## src/rtl/uart_tx_frame.sv

```systemverilog
// Parametrised UART transmitter: start, DATA_BITS data (LSB first), optional parity, stop bits, idle gap.
// Parity is compiled in with `define UART_TX_PARITY_EN; the default build has no parity state or logic.
`timescale 1ns/1ps
module uart_tx_frame #(
  parameter int CLK_DIV    = 434,
  parameter int DATA_BITS  = 8,
  parameter int STOP_BITS  = 1,
  parameter int IDLE_BITS  = 0,
  parameter int PARITY_ODD = 0
) (
  input  logic                 RST_clk,
  input  logic                 RST_n,
  input  logic [DATA_BITS-1:0] tx_data,
  input  logic                 tx_valid,
  output logic                 tx_ready,
  output logic                 uart_tx_data,
  output logic                 uart_busy,
  output logic                 tx_done
);

  if (CLK_DIV < 2) begin : g_bad_div
    $error("uart_tx_frame: CLK_DIV must be >= 2");
  end
  if (DATA_BITS < 5 || DATA_BITS > 9) begin : g_bad_data
    $error("uart_tx_frame: DATA_BITS must be 5..9");
  end
  if (STOP_BITS < 1 || STOP_BITS > 2) begin : g_bad_stop
    $error("uart_tx_frame: STOP_BITS must be 1 or 2");
  end
  if (IDLE_BITS < 0 || IDLE_BITS > 255 || PARITY_ODD < 0 || PARITY_ODD > 1) begin : g_bad_misc
    $error("uart_tx_frame: IDLE_BITS must be 0..255 and PARITY_ODD 0 or 1");
  end

  localparam int BAUD_W = (CLK_DIV > 2) ? $clog2(CLK_DIV) : 1;
  localparam logic [BAUD_W-1:0] BAUD_LAST = BAUD_W'(CLK_DIV - 1);
  localparam logic [3:0]        DATA_LAST = 4'(DATA_BITS - 1);
  localparam logic [3:0]        STOP_LAST = 4'(STOP_BITS - 1);
  localparam logic [7:0]        GAP_LAST  = 8'(IDLE_BITS - 1);

`ifdef UART_TX_PARITY_EN
  typedef enum logic [2:0] {S_IDLE, S_START, S_DATA, S_PARITY, S_STOP, S_GAP} state_e;
`else
  typedef enum logic [2:0] {S_IDLE, S_START, S_DATA, S_STOP, S_GAP} state_e;
`endif

  state_e                state_q, state_d;
  logic [BAUD_W-1:0]     baud_q, baud_d;
  logic [3:0]            bit_q, bit_d;
  logic [7:0]            gap_q, gap_d;
  logic [DATA_BITS-1:0]  shift_q, shift_d;
  logic                  bit_end;
`ifdef UART_TX_PARITY_EN
  logic                  par_q, par_d;
`endif

  always_ff @(posedge RST_clk or negedge RST_n) begin
    if (!RST_n) begin
      state_q <= S_IDLE;
      baud_q  <= '0;
      bit_q   <= '0;
      gap_q   <= '0;
      shift_q <= '0;
`ifdef UART_TX_PARITY_EN
      par_q   <= 1'b0;
`endif
    end else begin
      state_q <= state_d;
      baud_q  <= baud_d;
      bit_q   <= bit_d;
      gap_q   <= gap_d;
      shift_q <= shift_d;
`ifdef UART_TX_PARITY_EN
      par_q   <= par_d;
`endif
    end
  end

  always_comb begin
    state_d = state_q;
    baud_d  = baud_q;
    bit_d   = bit_q;
    gap_d   = gap_q;
    shift_d = shift_q;
`ifdef UART_TX_PARITY_EN
    par_d   = par_q;
`endif
    tx_done = 1'b0;
    bit_end = (baud_q == BAUD_LAST);
    if (state_q != S_IDLE) begin
      baud_d = bit_end ? '0 : baud_q + 1'b1;
    end
    case (state_q)
      S_IDLE: begin
        if (tx_valid && tx_ready) begin
          state_d = S_START;
          shift_d = tx_data;
          baud_d  = '0;
          bit_d   = '0;
          gap_d   = '0;
`ifdef UART_TX_PARITY_EN
          par_d   = (^tx_data) ^ (PARITY_ODD != 0);
`endif
        end
      end
      S_START: begin
        if (bit_end) begin
          state_d = S_DATA;
          bit_d   = '0;
        end
      end
      S_DATA: begin
        if (bit_end) begin
          shift_d = shift_q >> 1;
          if (bit_q == DATA_LAST) begin
`ifdef UART_TX_PARITY_EN
            state_d = S_PARITY;
`else
            state_d = S_STOP;
`endif
            bit_d = '0;
          end else begin
            bit_d = bit_q + 1'b1;
          end
        end
      end
`ifdef UART_TX_PARITY_EN
      S_PARITY: begin
        if (bit_end) begin
          state_d = S_STOP;
          bit_d   = '0;
        end
      end
`endif
      S_STOP: begin
        if (bit_end) begin
          if (bit_q == STOP_LAST) begin
            bit_d = '0;
            if (IDLE_BITS > 0) begin
              state_d = S_GAP;
              gap_d   = '0;
            end else begin
              state_d = S_IDLE;
              tx_done = 1'b1;
            end
          end else begin
            bit_d = bit_q + 1'b1;
          end
        end
      end
      S_GAP: begin
        if (bit_end) begin
          if (gap_q == GAP_LAST) begin
            state_d = S_IDLE;
            gap_d   = '0;
            tx_done = 1'b1;
          end else begin
            gap_d = gap_q + 1'b1;
          end
        end
      end
      default: state_d = S_IDLE;
    endcase
  end

  // Line level decodes straight from state so an async reset forces it high immediately.
  always_comb begin
    uart_tx_data = 1'b1;
    case (state_q)
      S_START:  uart_tx_data = 1'b0;
      S_DATA:   uart_tx_data = shift_q[0];
`ifdef UART_TX_PARITY_EN
      S_PARITY: uart_tx_data = par_q;
`endif
      default:  uart_tx_data = 1'b1;
    endcase
  end

  assign tx_ready  = (state_q == S_IDLE);
  assign uart_busy = (state_q != S_IDLE);

endmodule
```

## config.mk

```make
export PLATFORM = sky130hd
export DESIGN_NAME = uart_tx_frame
export DESIGN_NICKNAME = d
export VERILOG_FILES = /design/src/rtl/uart_tx_frame.sv
export SDC_FILE = /design/constraint.sdc
export NUM_CORES = 1
export LEC_CHECK = 0
export ABC_AREA = 1
export CAP_MARGIN = 20
export CORE_MARGIN = 2
export CORE_UTILIZATION = 30
export DETAILED_ROUTE_END_ITERATION = 10
export HOLD_SLACK_MARGIN = 0.05
export PLACE_DENSITY_LB_ADDON = 0.05
export SYNTH_ARGS = -nofsm -noshare
export SYNTH_HDL_FRONTEND = slang
export SYNTH_SLANG_ARGS = --single-unit
```

## constraint.sdc

```tcl
create_clock -name RST_clk -period 2.7 [get_ports RST_clk]
set_input_delay 0.405 -clock RST_clk [delete_from_list [all_inputs] [get_ports RST_clk]]
set_output_delay 0.405 -clock RST_clk [all_outputs]
set_load 0.01 [all_outputs]
```

# [Word-level counts from Yosys, hierarchy flattened]
# Index checks and enable logic that the tools add are counted.
[word_totals] regBits=32 input_bits=11 out_inout_bits=4
[classes] n_addsub=3 eq_ne=15 muxes=33 n_reduce_logical=11
[op_table] op="$mux 8" count=5
[op_table] op="$mux 9" count=4
[op_table] op="$pmux 8 s2" count=2
[op_table] op="$mux 3" count=8
[op_table] op="$mux 4" count=6
[op_table] op="$pmux 4 s4" count=1
[op_table] op="$pmux 3 s5" count=1
[op_table] op="$ne 2x2->1 const B" count=7
[op_table] op="$add 9x1->9 const B" count=1
[op_table] op="$eq 9x9->1 const B" count=1
[op_table] op="$add 8x1->8 const B" count=1
[op_table] op="$eq 8x8->1 const B" count=1
[op_table] op="$reduce_and 8->1" count=1
[op_table] op="$eq 3x2->1 const B" count=2
[op_table] op="$reduce_and 3->1" count=2
[op_table] op="$reduce_and 5->1" count=1
[op_table] op="$add 4x1->4 const B" count=1
[op_table] op="$eq 4x3->1 const B" count=1
[op_table] op="$logic_not 4->1" count=1
[op_table] op="$mux 1" count=4
[op_table] op="$pmux 1 s2" count=2
[op_table] op="$reduce_bool 2->1" count=2
[op_table] op="$reduce_bool 4->1" count=1
[op_table] op="$eq 3x1->1 const B" count=1
[op_table] op="other kinds (5)" count=5

# [Longest topological paths before layout]
# Gate-level depths: netlist (run 1).
[logic_depth] depth_word=5 depth_mapped=10 mapped_depth_nobuf=10

# [Worst setup path before layout (run 1)]
# No wires, ideal clock.
[synth_timing] kind="register to output" from="register state_q[0]" to="output uart_tx_data" arrival_ps=1227 slack_ps=1068 path_stages_with_launch=6 n_path_buf=2 path_cell_list="dfrtp_1 > inv_1 > ha_1 > buf_6 > buf_2 > o21ai_0"
[synth_via] elab_chain_len=2
[synth_lines] element="from (decl)" line_no="46" text="state_e state_q, state_d;"
[synth_lines] element="from (signal assigned)" line_no="67" text="state_q <= state_d;"
[synth_lines] element="$eq 3x2->1 or $eq 3x1->1 (tied branches)" line_no="168" text="case (state_q)"
[synth_lines] element="$pmux 1 s2 *" line_no="168"
[synth_lines] element="to (decl)" line_no="16" text="output logic uart_tx_data,"
# Mark *: on every way between the ends. The rest lies on a longest branch, timed or not.

# [Worst setup path in the final report (run 1)]
[layout_timing] from="register baud_q[1]" to="output tx_done"
[layout_via] elab_chain_len=3
[layout_lines] element="from (decl)" line_no="47" text="logic [BAUD_W-1:0] baud_q, baud_d;"
[layout_lines] element="from (signal assigned)" line_no="68" text="baud_q <= baud_d;"
[layout_lines] element="$eq 9x9->1 *" line_no="88" text="bit_end = (baud_q == BAUD_LAST);"
[layout_lines] element="$mux 1 (on tied branches)" line_no="151, 135"
[layout_lines] element="$pmux 1 s2 *" line_no="92" text="case (state_q)"
[layout_lines] element="to (decl)" line_no="18" text="output logic tx_done"
# Marks and branches as above.

==> impl_metrics.env, run 1 <==
export IMPL_status="complete, no violations"
export IMPL_finalNetCount=231
export IMPL_period_needed_ns=2.31
export IMPL_std_cell_rows=25
export IMPL_finalMaxSlewViolations=0
export IMPL_coreArea_um2=4750
export IMPL_crit_arrival_ns=1.90
export IMPL_dr_pass1_iters=4
export IMPL_seq_area_frac_synth=0.389
export IMPL_cts_hold_buffers=0
export IMPL_cp_max_fo=6
export IMPL_min_period_over_period=0.854
export IMPL_drc_errors=0
export IMPL_grt_use_met2=0.193
export IMPL_postSynthCellCount=192
export IMPL_routedWlPerCell_um=10.9
export IMPL_dieArea_um2=5520
export IMPL_antenna_found_initial=0
export IMPL_vias=1213
export IMPL_cts_buffers=3
export IMPL_top_usage_layer="met2"
export IMPL_overflow=0
export IMPL_clk_pin_slew_worst_paths_ns=0.09
export IMPL_synth_seq_cells=23
export IMPL_post_dp_hpwl_um=2370
export IMPL_grt_pass1_wl_um=5410
export IMPL_drv_cap=0
export IMPL_timing_hold_ws_ns=0.478
export IMPL_ys_types=28
export IMPL_io_pins=15
export IMPL_syn_area_per_cell_um2=7.72
export IMPL_tightest_slew_ns=0.426
export IMPL_end_kind="primary output"
export IMPL_h_tree_depth=1
export IMPL_criticalPathCategory="flop to primary output"
export IMPL_rrSetupSlack_ns=0.96
export IMPL_final_common_cell="nand2_1"
export IMPL_peakVddDrop_v=0.000253
export IMPL_fin_skew_ns=0.00759
export IMPL_grt_pass1_vias=1184
export IMPL_hold_viol=0
export IMPL_power_density_nw_per_um2=1010
export IMPL_layout_drive_gt1_share=0.109
export IMPL_clockBufferDepth=2
export IMPL_hold_path_class="flop to flop"
export IMPL_cts_tree="built"
export IMPL_grtUsageMet1=0.181
export IMPL_post_cts_resized=0
export IMPL_fmax_ghz=0.433
export IMPL_clk_latency_ns=0.27
export IMPL_nFillCells=512
export IMPL_cp_required_ns=2.30
export IMPL_finalPower_uw=1770
export IMPL_grt_start_max_net_pins=24
export IMPL_syn_cell_area_um2=1480
export IMPL_cp_cell_sequence="inv_1 > ha_1 > nand2_1 > nor2_1 > nand2_2 > nor3_1 > clkdlybuf4s50_1"
export IMPL_final_cell_mix="78 x nand2_1, 23 x dfrtp_1, 16 x inv_1, 14 x clkdlybuf4s50_1, 12 x nand3_1"
export IMPL_first_iter_violations=60
export IMPL_gp_congestion=0.749
export IMPL_drtAntennaViolNets=0
export IMPL_clockRootBuffer="clkbuf_8"
export IMPL_area_growth_pct=18.7
export IMPL_grt_use_total=0.128
export IMPL_initial_core_util=0.312
export IMPL_p_leak_uw=0.000884
export IMPL_clock_sinks=23
export IMPL_setup_viol=0
export IMPL_die_h_um=74.3
export IMPL_post_cts_buffers=0
export IMPL_antenna_cells=0
export IMPL_viasPerCell=4.36
export IMPL_syn_nets=211
export IMPL_relSlewSlack=0.716
export IMPL_die_w_um=74.3
export IMPL_ys_warn_count=0
export IMPL_crit_slowest_cell="clkdlybuf4s50_1"
export IMPL_start_kind="flop"
export IMPL_grt_use_met3=0.0217
export IMPL_rsz0062_at_grt="no"
export IMPL_port_buffers=14
export IMPL_fin_setup_tns_ns=0
export IMPL_wirelength_um=3030
export IMPL_cpPeakStageDelay_ns=0.56
==> worst paths after layout <==
kind	from	endpoint	cells after the start
worst max-delay path	baud_q[1]$_DFF_PN0_	tx_done	7
worst min-delay path	shift_q[0]$_DFFE_PN0P_	shift_q[0]$_DFFE_PN0P_	2
worst max register to register	state_q[0]$_DFFE_PN0P_	bit_q[1]$_DFFE_PN0P_	9
worst min register to register	shift_q[0]$_DFFE_PN0P_	shift_q[0]$_DFFE_PN0P_	2
max in group asynchronous	RST_n	baud_q[6]$_DFF_PN0_	2
min in group asynchronous	RST_n	baud_q[3]$_DFF_PN0_	2
==> per-layer routing <==
metal / vias to the layer above / wire (um)
li1: 648 / -
met1: 541 / 1560
met2: 18 / 1330
met3: 6 / 83
met4: 0 / 48
met5: - / 0
==> Yosys cell counts, drive strengths merged <==
cell / n / area, um2
nor3: 1 / 5.00
o21a: 1 / 7.51
xor2: 4 / 35.0
inv: 20 / 80.1
ha: 8 / 100
dfrtp: 23 / 576
o21ai: 6 / 30.0
o21bai: 1 / 7.51
nand4: 7 / 50.1
nor2: 13 / 100
xnor2: 1 / 8.76
clkinv: 1 / 3.75
o22ai: 5 / 31.3
buf: 2 / 16.3
a21oi: 3 / 26.3
nand3: 13 / 70.1
nand2: 83 / 334
==> state kept, by name (all words and copies together), names as in the netlist <==
name     cells
baud_q       9
bit_q        4
shift_q      8
state_q      2
==> per-stage QoR <==
stage               instances  worst slack (ns)  utilization  cell area, um2
finish                    278             0.393        0.370            1760
global route              278             0.286        0.370            1760
CTS                       278             0.372        0.370            1760
detailed placement        274             0.673        0.360            1710
global placement          274             0.713        0.360            1710
floorplan                 192              1.07            -            1480
==> power breakdown <==
group	switching (uW)	internal [uW]
Clock	116	103
Combinational	626	374
Sequential	88.8	461
Total	831	938
==> cells by family after synthesis <==
group,count (synthesis),synth area share
simple gates,117,0.378
buf+inv,23,0.0676
flops,23,0.389
compound gates,16,0.0693
fa+ha+maj,8,0.0676
xor+xnor,5,0.0296
==> worst max-delay path: cells and delay by family, from the launching register on <==
| kind | cells | cell delay, ns |
|---|---|---|
| and+or+nand+nor | 4 | 0.45 |
| adders and majority gates | 1 | 0.14 |
| buffers and inverters | 2 | 0.64 |
| DFF | 1 | 0.41 |
==> final cells by class <==
cell class,count,area (um2),share of cell area
clock buffer,3,41.3,0.0235
clock inverter,1,5.00,0.00285
inverter,21,83.8,0.0477
multi-input combinational,146,806,0.458
sequential,23,576,0.327
tap,67,83.8,0.0477
timing repair buffer,17,163,0.0925
Note: power is estimated with default switching activity, not from simulation.
==> run 2, diff against run 1 <==
--- a/config.mk
+++ b/config.mk
@@ -15,3 +15,4 @@
 export SYNTH_ARGS = -nofsm -noshare
 export SYNTH_HDL_FRONTEND = slang
 export SYNTH_SLANG_ARGS = --single-unit
+export TNS_END_PERCENT = 20
==> results of run 2 <==
Same layout as run 1: the final DEF is identical, and so are final timing and power.
